### src/rtl/tp_pkg.sv
// Shared encodings and 7-segment constants for the word-class result display.
package tp_pkg;

  localparam int unsigned W_TIPO  = 2;
  localparam int unsigned W_SEG   = 7;
  localparam int unsigned W_CONT  = 4;
  localparam int unsigned N_TIPOS = 4;

  localparam logic [W_TIPO-1:0] TIPO_NULO = 2'b00;
  localparam logic [W_TIPO-1:0] TIPO_ADJ  = 2'b01;
  localparam logic [W_TIPO-1:0] TIPO_COMP = 2'b10;
  localparam logic [W_TIPO-1:0] TIPO_ADV  = 2'b11;

  typedef enum logic [2:0] {
    ESPERA     = 3'd0,
    RESULTADO  = 3'd1,
    CONTA_NULO = 3'd2,
    CONTA_ADJ  = 3'd3,
    CONTA_COMP = 3'd4,
    CONTA_ADV  = 3'd5
  } estado_t;

  // Segments are {g,f,e,d,c,b,a}, active high.
  localparam logic [W_SEG-1:0] SEG_APAGADO = 7'b0000000;
  localparam logic [W_SEG-1:0] SEG_TRACO   = 7'b1000000;
  localparam logic [W_SEG-1:0] SEG_E       = 7'b1111001;
  localparam logic [W_SEG-1:0] SEG_A       = 7'b1110111;
  localparam logic [W_SEG-1:0] SEG_C       = 7'b0111001;
  localparam logic [W_SEG-1:0] SEG_D       = 7'b1011110;

  localparam logic [W_SEG-1:0] SEG_0 = 7'b0111111;
  localparam logic [W_SEG-1:0] SEG_1 = 7'b0000110;
  localparam logic [W_SEG-1:0] SEG_2 = 7'b1011011;
  localparam logic [W_SEG-1:0] SEG_3 = 7'b1001111;
  localparam logic [W_SEG-1:0] SEG_4 = 7'b1100110;
  localparam logic [W_SEG-1:0] SEG_5 = 7'b1101101;
  localparam logic [W_SEG-1:0] SEG_6 = 7'b1111101;
  localparam logic [W_SEG-1:0] SEG_7 = 7'b0000111;
  localparam logic [W_SEG-1:0] SEG_8 = 7'b1111111;
  localparam logic [W_SEG-1:0] SEG_9 = 7'b1101111;

  // Decoder request: letters use valor = tipo zero-extended; any other letter value is a dash.
  typedef struct packed {
    logic              digito;
    logic [W_CONT-1:0] valor;
  } glifo_t;

  localparam logic [W_CONT-1:0] VALOR_TRACO = 4'hF;
  localparam logic [W_CONT-1:0] CONT_MAX    = 4'd9;

  function automatic logic [W_CONT-1:0] inc_sat(input logic [W_CONT-1:0] v);
    return (v >= CONT_MAX) ? CONT_MAX : v + W_CONT'(1);
  endfunction

endpackage

### src/rtl/resultado_display_if.sv
// Classifier-to-display link: result inputs, view button, segment and pulse outputs.
interface resultado_display_if;
  import tp_pkg::*;

  logic              fim;
  logic [W_TIPO-1:0] tipo;
  logic              ver;
  logic [W_SEG-1:0]  display;
  logic              novo;

  modport master (output fim, tipo, ver, input display, novo);
  modport slave  (input fim, tipo, ver, output display, novo);

endinterface

### src/rtl/decod_7seg.sv
// Combinational glyph decoder: letter (by tipo) or decimal digit to 7 segments.
module decod_7seg
  import tp_pkg::*;
(
  input  glifo_t           glifo,
  output logic [W_SEG-1:0] seg_c
);

  always_comb begin
    seg_c = SEG_TRACO;
    if (glifo.digito) begin
      case (glifo.valor)
        4'd0:    seg_c = SEG_0;
        4'd1:    seg_c = SEG_1;
        4'd2:    seg_c = SEG_2;
        4'd3:    seg_c = SEG_3;
        4'd4:    seg_c = SEG_4;
        4'd5:    seg_c = SEG_5;
        4'd6:    seg_c = SEG_6;
        4'd7:    seg_c = SEG_7;
        4'd8:    seg_c = SEG_8;
        4'd9:    seg_c = SEG_9;
        default: seg_c = SEG_TRACO;
      endcase
    end else begin
      case (glifo.valor)
        {2'b00, TIPO_NULO}: seg_c = SEG_E;
        {2'b00, TIPO_ADJ}:  seg_c = SEG_A;
        {2'b00, TIPO_COMP}: seg_c = SEG_C;
        {2'b00, TIPO_ADV}:  seg_c = SEG_D;
        default:            seg_c = SEG_TRACO;
      endcase
    end
  end

endmodule

### src/rtl/resultado_display.sv
// Result display: latches the classifier's word class, blinks it, and optionally cycles
// through per-class counters (compile with CONTADORES_EN to enable the counters and views).
module resultado_display
  import tp_pkg::*;
#(
  parameter int unsigned MEIO_PERIODO = 4,
  parameter int unsigned N_PISCAS     = 3
) (
  input  logic               clk,
  input  logic               reset,
  resultado_display_if.slave bus
);

  localparam int unsigned W_MEIO   = 8;
  localparam int unsigned W_PISCAS = 4;
  localparam logic [W_MEIO-1:0]   MEIO_ULT   = W_MEIO'(MEIO_PERIODO - 1);
  localparam logic [W_PISCAS-1:0] PISCAS_ULT = W_PISCAS'(N_PISCAS - 1);

  logic              fim_q;
  logic              captura_c;
  logic [W_TIPO-1:0] ultimo_tipo;
  logic              novo_q;
  estado_t           estado;
  estado_t           estado_nxt;

  logic                blink_ativo;
  logic                fase_on;
  logic [W_MEIO-1:0]   meio_cnt;
  logic [W_PISCAS-1:0] piscas_cnt;

  glifo_t           glifo_c;
  logic [W_SEG-1:0] seg_c;
  logic [W_SEG-1:0] display_nxt_c;
  logic [W_SEG-1:0] display_q;

  assign captura_c = bus.fim & ~fim_q;

`ifdef CONTADORES_EN
  logic              ver_q;
  logic              ver_ev_c;
  logic [W_CONT-1:0] cont [N_TIPOS];

  // ver is sampled every cycle, so an event coinciding with a capture is simply lost.
  always_ff @(posedge clk) begin
    if (reset) ver_q <= 1'b0;
    else       ver_q <= bus.ver;
  end

  assign ver_ev_c = bus.ver & ~ver_q;

  always_ff @(posedge clk) begin
    if (reset) begin
      for (int unsigned i = 0; i < N_TIPOS; i++) cont[i] <= '0;
    end else if (captura_c) begin
      cont[bus.tipo] <= inc_sat(cont[bus.tipo]);
    end
  end
`else
  logic unused_ver;
  assign unused_ver = bus.ver;
`endif

  // Capture path: edge sample, class latch and one-cycle novo pulse.
  always_ff @(posedge clk) begin
    if (reset) begin
      fim_q       <= 1'b0;
      ultimo_tipo <= TIPO_NULO;
      novo_q      <= 1'b0;
    end else begin
      fim_q  <= bus.fim;
      novo_q <= captura_c;
      if (captura_c) ultimo_tipo <= bus.tipo;
    end
  end

  always_ff @(posedge clk) begin
    if (reset) estado <= ESPERA;
    else       estado <= estado_nxt;
  end

  always_comb begin
    estado_nxt = estado;
    if (captura_c) begin
      estado_nxt = RESULTADO;
    end
`ifdef CONTADORES_EN
    else if (ver_ev_c) begin
      case (estado)
        RESULTADO:  estado_nxt = CONTA_NULO;
        CONTA_NULO: estado_nxt = CONTA_ADJ;
        CONTA_ADJ:  estado_nxt = CONTA_COMP;
        CONTA_COMP: estado_nxt = CONTA_ADV;
        CONTA_ADV:  estado_nxt = RESULTADO;
        default:    estado_nxt = estado;
      endcase
    end
`endif
  end

  always_comb begin
    glifo_c = '{digito: 1'b0, valor: VALOR_TRACO};
    case (estado)
      RESULTADO:  glifo_c = '{digito: 1'b0, valor: W_CONT'(ultimo_tipo)};
`ifdef CONTADORES_EN
      CONTA_NULO: glifo_c = '{digito: 1'b1, valor: cont[0]};
      CONTA_ADJ:  glifo_c = '{digito: 1'b1, valor: cont[1]};
      CONTA_COMP: glifo_c = '{digito: 1'b1, valor: cont[2]};
      CONTA_ADV:  glifo_c = '{digito: 1'b1, valor: cont[3]};
`endif
      default:    glifo_c = '{digito: 1'b0, valor: VALOR_TRACO};
    endcase
  end

  // Blink timer: off/on half-periods, counted in pairs; a new capture restarts it.
  always_ff @(posedge clk) begin
    if (reset) begin
      blink_ativo <= 1'b0;
      fase_on     <= 1'b0;
      meio_cnt    <= '0;
      piscas_cnt  <= '0;
    end else if (captura_c) begin
      blink_ativo <= 1'b1;
      fase_on     <= 1'b0;
      meio_cnt    <= '0;
      piscas_cnt  <= '0;
    end else if (blink_ativo) begin
      if (meio_cnt == MEIO_ULT) begin
        meio_cnt <= '0;
        if (!fase_on) begin
          fase_on <= 1'b1;
        end else begin
          fase_on <= 1'b0;
          if (piscas_cnt == PISCAS_ULT) blink_ativo <= 1'b0;
          else                          piscas_cnt  <= piscas_cnt + W_PISCAS'(1);
        end
      end else begin
        meio_cnt <= meio_cnt + W_MEIO'(1);
      end
    end
  end

  decod_7seg u_decod (
    .glifo (glifo_c),
    .seg_c (seg_c)
  );

  assign display_nxt_c = (blink_ativo && !fase_on) ? SEG_APAGADO : seg_c;

  always_ff @(posedge clk) begin
    if (reset) display_q <= SEG_TRACO;
    else       display_q <= display_nxt_c;
  end

  assign bus.display = display_q;
  assign bus.novo    = novo_q;

endmodule
### src/flat_wrapper.sv
// flat-port wrapper written by rule: the top's interface ports become plain ports
module resultado_display_flat import tp_pkg::*;
#(
  parameter int unsigned MEIO_PERIODO = 4,
  parameter int unsigned N_PISCAS     = 3
)
  (clk, reset, bus_fim, bus_tipo, bus_ver, bus_display, bus_novo);
  resultado_display_if bus_i ();
  input  logic clk;
  input  logic reset;
  input wire logic [$bits(bus_i.fim)-1:0] bus_fim;
  input wire logic [$bits(bus_i.tipo)-1:0] bus_tipo;
  input wire logic [$bits(bus_i.ver)-1:0] bus_ver;
  output wire logic [$bits(bus_i.display)-1:0] bus_display;
  output wire logic [$bits(bus_i.novo)-1:0] bus_novo;
  assign bus_i.fim = bus_fim;
  assign bus_i.tipo = bus_tipo;
  assign bus_i.ver = bus_ver;
  assign bus_display = bus_i.display;
  assign bus_novo = bus_i.novo;
  resultado_display #(.MEIO_PERIODO(MEIO_PERIODO), .N_PISCAS(N_PISCAS)) u_core (.clk(clk), .reset(reset), .bus(bus_i));
endmodule
### config.mk
export PLATFORM = sky130hd
export DESIGN_NAME = resultado_display_flat
export DESIGN_NICKNAME = d
export VERILOG_FILES = /design/src/rtl/tp_pkg.sv /design/src/rtl/resultado_display_if.sv /design/src/rtl/decod_7seg.sv /design/src/rtl/resultado_display.sv /design/src/flat_wrapper.sv
export SDC_FILE = /design/constraint.sdc
export NUM_CORES = 1
export LEC_CHECK = 0
export CORE_MARGIN = 2
export CORE_UTILIZATION = 45
export DETAILED_ROUTE_END_ITERATION = 6
export PLACE_DENSITY = 0.79
export SLEW_MARGIN = 20
export SYNTH_ARGS = -nofsm -noshare
export SYNTH_HDL_FRONTEND = slang
export SYNTH_SLANG_ARGS = --single-unit
### constraint.sdc
create_clock -name clk -period 4.7 [get_ports clk]
set_clock_uncertainty 0.05 [all_clocks]
set_input_delay 0.94 -clock clk [delete_from_list [all_inputs] [get_ports clk]]
set_output_delay 0.94 -clock clk [all_outputs]
set_load 0.1 [all_outputs]
## Word level (Yosys, flattened, before mapping)

Memory sizes are Yosys's and may differ from the RTL's.
Cells that the tools add are included.

- Register bits: 26
- Bits in read-only memories: 112
- Input port bits: 6
- Output and inout port bits: 8
- Logic and storage cells: 39
- Memories: 1

- $add $sub $neg: 2
- Equality and inequality tests: 5
- Muxes and demuxes: 11
- Bitwise logic cells: 3
- Reduce and logical (&&, ||, !) cells: 7

Memories:

| memory | words | width | rd ports | clocked after Yosys merged registers in | wr ports | RTL line | source |
|---|---|---|---|---|---|---|---|
| (no name shown) | 16 | 7 | 1 | 0 | 0 | decod_7seg.sv:12 | `case (glifo.valor)` |

Operators by type and width:

| kind | count |
|---|---|
| $pmux 7 s4 | 1 |
| $mux 7 | 2 |
| $eq 4x2->1 const B | 3 |
| $add 8x1->8 const B | 1 |
| $eq 8x2->1 const B | 1 |
| $mux 8 | 1 |
| $mux 1 | 6 |
| $add 4x1->4 const B | 1 |
| $eq 4x1->1 const B | 1 |
| $logic_not 4->1 | 1 |
| $mux 4 | 1 |
| $reduce_and 4->1 | 1 |
| $reduce_or 2->1 | 2 |
| $not 1->1 | 2 |
| $reduce_and 2->1 | 1 |
| $and 1x1->1 | 1 |
| $logic_and 1x1->1 | 1 |
| $logic_not 1->1 | 1 |

## Logic depth before layout (Yosys ltp)

Gate-level depths: netlist (run 1).

- Depth after elaboration: 6
- Gate-level depth with buffers: 5
- Depth with buffers taken out: 5

## Modules after synthesis

A second synthesis (run 1) with hierarchy kept.

- Cell total of the unflattened synthesis: 156
- Area total of the unflattened synthesis: 1358.8 um2

Modules (own cells, without submodules):

| module | times used | cells each | area an instance (um2) | sequential area each (um2) |
|---|---|---|---|---|
| resultado_display | 1 | 112 | 1044.8 | 520.5 |
| decod_7seg | 1 | 44 | 314.1 | 0.0 |

## Worst setup path after synthesis (run 1)

No wires, ideal clock.

- Path kind: register to output
- From: register u_core.display_q[2], in the netlist u_core.bus.display[2]
- To: output port bus_display[2]
- Arrival time: 1.356 ns
- Required time: 3.710 ns
- Setup slack: 2.354 ns
- Cell stages (with the launch flop): 2
- Buffers on the path: 1
- Cell sequence: dfxtp_1 > buf_4

RTL lines:

| what | RTL line | source |
|---|---|---|
| from (decl) | resultado_display.sv:34 | `logic [W_SEG-1:0] display_q;` |
| from (signal assigned) | resultado_display.sv:151 | `else display_q <= display_nxt_c;` |
| to (decl) | flat_wrapper.sv:14 | `output wire logic [$bits(bus_i.display)-1:0] bus_display;` |

No word-level cell between the ends.

==> results of run 1 <==
-- cells by family after synthesis --
family,count (synthesis)
AO/OA/AOI/OAI,17
XOR/XNOR,4
adder cells (fa/ha/maj),3
buffers and inverters,12
flip-flops,24
multiplexers,4
AND/OR/NAND/NOR,45
-- layout make-up --
cell class,instances,area share [%]
clock inverter,1,2.518
sequential,24,40.29
tap,28,2.938
multi-input combinational,73,40.71
inverter,5,1.574
clock buffer,3,1.889
timing repair buffer,12,10.07
-- per-stage QoR --
| step | worst slack, ns | std cells |
|---|---|---|
| 2_1_floorplan | 2.354 | 109 |
| 3_3_place_gp | 2.279 | 142 |
| 3_5_place_dp | 2.260 | 142 |
| 4_1_cts | 1.896 | 146 |
| 5_1_grt | 1.880 | 146 |
| 6_report | 1.914 | 146 |
-- report_power, final --
| group | leakage (nW) | internal, mW | switching [mW] | total, mW |
|---|---|---|---|---|
| Combinational | 0.183 | 0.0151 | 0.0371 | 0.0521 |
| Sequential | 0.196 | 0.210 | 0.00606 | 0.216 |
| Clock | 0.0279 | 0.0862 | 0.0606 | 0.147 |
-- per-layer routing --
metal	track usage (%)	vias to the layer above	wire [um]
met5	0	-	0
met4	5.263	0	10
met3	2.586	2	53
met2	25.85	12	831
met1	19.20	371	857
li1	-	415	-
-- registers in the layout (all words and copies together) (netlist names) --
signal,flops
u_core.meio_cnt,8
u_core.fase_on,1
u_core.piscas_cnt,4
u_core.ultimo_tipo,2
u_core.estado,1
u_core.fim_q,1
u_core.bus.novo,1
u_core.bus.display,5
u_core.blink_ativo,1
-- cells in the mapped netlist, types with 3 or more instances --
| master | instances | share of area [%] |
|---|---|---|
| dfxtp_1 | 24 | 47 |
| nand2_1 | 7 | 2.6 |
| nand4_1 | 7 | 4.3 |
| nor3_1 | 6 | 2.9 |
| nand3_1 | 5 | 2.4 |
| a21oi_1 | 4 | 2.0 |
| inv_1 | 4 | 1.5 |
| mux2i_1 | 4 | 3.9 |
| o21ai_0 | 4 | 2.0 |
| a211oi_1 | 3 | 2.2 |
| buf_4 | 3 | 2.2 |
| ha_1 | 3 | 3.7 |
| nand2b_1 | 3 | 1.8 |
| or3_1 | 3 | 1.8 |
| xor2_1 | 3 | 2.6 |
-- tightest hold or removal path, cell delays in order (launching register included) --
cell and delay, ns:
dfxtp_1 0.35, nand2b_1 0.06, o21ai_1 0.05
-- final timing paths --
kind / endpoint / slack [ns] / cells past startpoint
worst max register to register: u_core.piscas_cnt[3] / 2.65 / 4
worst min register to register: u_core.estado[0] / 0.45 / 2
worst min-delay path: u_core.estado[0] / 0.45 / 2
worst max-delay path: bus_display[1] / 1.91 / 1
==> results.json, run 1 <==
{
  "dp_hpwl_mm": 1.295,
  "rows": 17,
  "remaining_drc_errors": 0,
  "yosysSeqAreaShare_pct": 46.89,
  "firstDrtPassIters": 4,
  "drive_gt1_share_pct": 5.085,
  "crit_slowest_cell": "clkdlybuf4s50_1",
  "hp-class": "reg2reg",
  "grt_max_degree": 15,
  "synth_top_family_by_area": "simple AND/OR/NAND/NOR gates",
  "initial_core_util_pct": 46.77,
  "yosys_warnings": 0,
  "clk_latency_ns": 0.31,
  "core_um2": 2191,
  "status": "complete, no violations",
  "cts_hold_buf": 0,
  "ir_worst_vdd_v": 0.0001903,
  "final_common_cell": "dfxtp_1",
  "cts_max_path_buffers": 2,
  "cts_made_buffers": 3,
  "maxSlewHeadroom_pct": 34.68,
  "cts_tree": "done",
  "hp-start": "u_core.estado[0]",
  "placed_area_um2": 1140,
  "nNetsFinal": 128,
  "grt_pass1_vias": 711,
  "antenna_left": 0,
  "avgSynthCellArea_um2": 9.401,
  "globalplace.congestion": 0.7832,
  "synth.mux.area_fraction_pct": 3.907,
  "synth_xor_area_share_pct": 3.419,
  "area_delta_synth_final_pct": 16.36,
  "final_util_pct": 54.43,
  "drv_slew": 0,
  "syn_area_um2": 1025,
  "critical_path_class": "reg2out",
  "whs_ns": 0.4456,
  "async_reset_ff_share_pct": 0,
  "critical_path.cell_chain": "clkdlybuf4s50_1",
  "vias": 800,
  "post_cts_resized": 0,
  "antenna_cells": 0,
  "synth-edff-count": 0,
  "wl_per_cell_um": 12.01,
  "tns_ns": 0,
  "synthAdderAreaFrac_pct": 3.663,
  "yosys_most_used_dff": "dfxtp_1",
  "arrival_ns": 1.80,
  "synth_seq_cells": 24,
  "drv_cap": 0,
  "r2r-start": "u_core.meio_cnt[0]",
  "ys_types": 33,
  "antenna_found_initial": 0,
  "final_cell_mix": "dfxtp_1 (24), clkdlybuf4s50_1 (12), nand2_1 (7), nand4_1 (7), nor3_1 (6)",
  "hold_viol": 0,
  "grt_overflow_total": 0,
  "power_leakage_nw": 0.4061,
  "synth_compound_area_share_pct": 10.38,
  "min_period_over_period_pct": 59.27,
  "die_h_um": 51.72,
  "syn_inst": 109,
  "worstPathMaxFanout": 2,
  "grt.total_usage_pct": 15.14,
  "fillers": 193,
  "clock.fmax_mhz": 359.0,
  "io_buffers": 12,
  "die_area_um2": 2675,
  "power.density_nw_per_um2": 348.2,
  "tightest_slew_ns": 0.9767,
  "cts_setup_buffers": 0,
  "synth_fp_nets": 118,
  "io_pins": 14,
  "endpoint_kind": "output pin",
  "cts-root-buf": "clkbuf_4",
  "multi_input_area_um2": 485.5,
  "grt_pass1_wl_mm": 3.077,
  "worst_setup_path_start_kind": "flop",
  "final_area_um2": 1192,
  "cpLargestDelayFamily": "buffers and inverters",
  "path_buf_inv": 1,
  "slowest_delay_ns": 1.13,
  "setup_viol": 0,
  "cp.required_ns": 3.71,
  "vias_per_cell": 5.479,
  "seq_area_um2": 480.5,
  "p_total_uw": 415.2,
  "drt-initial-drc-count": 20,
  "die_w_um": 51.72,
  "finalCriticalPeriod_ns": 2.786,
  "routed_wl_mm": 1.753,
  "rsz0062_at_grt": "false",
  "clk_pin_slew_ns": 0.13,
  "cts-htree-levels": 1,
  "cts_num_sinks": 24,
  "synth-simple-area-share_pct": 26.01,
  "startpoint": "u_core.bus.display[2]"
}
No activity file was read; power rests on OpenSTA's default activity.
==> run 2, diff against run 1 <==
- clock period: 4.7 -> 2.7 ns (I/O delays scaled with it)
==> run 2 against run 1 <==
Against the previous run:
- first-iteration DRC count is 65% lower
- largest cell class unchanged
- combinational power is 71% higher
- hold slack better by 0.0012 ns
- setup slack worse by 1.3 ns
- sequential power is 75% higher
- critical endpoint is now u_core.piscas_cnt[3]
- routed wire length is 2.2% higher
==> results.json, run 2 (same netlist as run 1, synthesis figures left out) <==
{
  "status": "complete, no violations",
  "critical_path_class": "reg2reg",
  "swShare_pct": 27.21,
  "power_leakage_nw": 0.4123,
  "cts_max_path_buffers": 2,
  "grt_pass1_wl_mm": 3.222,
  "rows": 17,
  "antenna_left": 0,
  "drv_cap": 0,
  "placed_area_um2": 1120,
  "cts-htree-levels": 1,
  "cts_made_buffers": 3,
  "hold_viol": 0,
  "cts_num_sinks": 24,
  "min_period_over_period_pct": 75.85,
  "io_pins": 14,
  "setup_viol": 0,
  "vias": 802,
  "p_switching_uw": 176.6,
  "cp.required_ns": 2.90,
  "sequentialPowerShare_pct": 58.0,
  "seq_area_um2": 480.5,
  "die_h_um": 51.72,
  "drt-initial-drc-count": 7,
  "final_util_pct": 52.77,
  "antenna_found_initial": 0,
  "clock_power_share_pct": 28.3,
  "maxSlewHeadroom_pct": 63.17,
  "power.density_nw_per_um2": 561.4,
  "hp-class": "reg2reg",
  "largest_reg_flops": 8,
  "remaining_drc_errors": 0,
  "tns_ns": 0,
  "die_area_um2": 2675,
  "grt_pass1_vias": 747,
  "cts_tree": "done",
  "clock.fmax_mhz": 488.3,
  "endpoint_kind": "flop",
  "cts-root-buf": "clkbuf_4",
  "io_buffers": 12,
  "drive_gt1_share_pct": 11.86,
  "grt_max_degree": 14,
  "regMostFlops": "u_core.meio_cnt",
  "grt_overflow_total": 0,
  "dp_hpwl_mm": 1.346,
  "firstDrtPassIters": 4,
  "arrival_ns": 2.24,
  "drv_slew": 0,
  "multi_input_area_um2": 485.5,
  "worstPathMaxFanout": 6,
  "initial_core_util_pct": 46.77,
  "clk_pin_slew_ns": 0.12,
  "cts_setup_buffers": 0,
  "rsz0062_at_grt": "false",
  "cts_hold_buf": 0,
  "clk_latency_ns": 0.30,
  "grt.total_usage_pct": 15.54,
  "post_cts_resized": 0,
  "tightest_slew_ns": 0.5504,
  "antenna_cells": 0,
  "nNetsFinal": 128,
  "core_um2": 2191,
  "p_comb_share_pct": 13.7,
  "die_w_um": 51.72,
  "fillers": 214,
  "globalplace.congestion": 0.7656,
  "intPower_uw": 472.4,
  "final_area_um2": 1156,
  "ir_worst_vdd_v": 0.0005253,
  "finalCriticalPeriod_ns": 2.048,
  "vias_per_cell": 5.493,
  "routed_wl_mm": 1.792,
  "area_delta_synth_final_pct": 12.82,
  "final_common_cell": "dfxtp_1",
  "wl_per_cell_um": 12.27,
  "worst_setup_path_start_kind": "flop",
  "final_cell_mix": "dfxtp_1 (24), buf_4 (8), nand2_1 (7), nand4_1 (7), nor3_1 (6)"
}
## run 2: critical path: stages (launching register included)
cell     delay (ns)
dfxtp_1        0.43
ha_1           0.26
or4b_1         0.56
or4_1          0.54
a21oi_1        0.14
## run 2: power groups by stage
stage	logic, mW	clock network [mW]	registers, mW
finish	0.0889	0.183	0.377
CTS	0.0897	0.189	0.377
detailed placement	0.0895	0	0.385
floorplan	0.0411	0	0.415
global route	0.0949	0.204	0.379
global placement	0.0877	0	0.384
## run 2: path summary, 6_finish.rpt
check | startpoint | endpoint | slack (ns) | cells after the start
setup reg to reg | u_core.meio_cnt[0] | u_core.piscas_cnt[3] | 0.65 | 4
hold / removal | u_core.estado[0] | u_core.estado[0] | 0.45 | 2
hold reg to reg | u_core.estado[0] | u_core.estado[0] | 0.45 | 2
setup / recovery | u_core.meio_cnt[0] | u_core.piscas_cnt[3] | 0.65 | 4
## run 2: metal layers
layer  GRT usage (%)  share of wire, %
met4           1.316                 0
met3           5.172               4.2
met1           19.64                46
met2           26.71                50
met5               0                 0
## run 2: final cells by class
type	count	area share [%]
Tap cell	28	3.030
Multi-Input combinational cell	73	41.99
Sequential cell	24	41.56
Inverter	5	1.623
Timing Repair Buffer	12	8.658
Clock buffer	4	3.139
## run 2: per-stage QoR
step                      hold slack (ns)  setup WS [ns]  total power, mW  std cells
after global placement             0.4152         0.6969           0.4719        142
final                              0.4468         0.6520           0.6490        146
after global routing               0.4705         0.5334           0.6778        146
after CTS                          0.4461         0.6484           0.6556        146
after floorplan                    0.4015         0.7538           0.4558        109
after detailed placement           0.4277         0.6866           0.4745        142
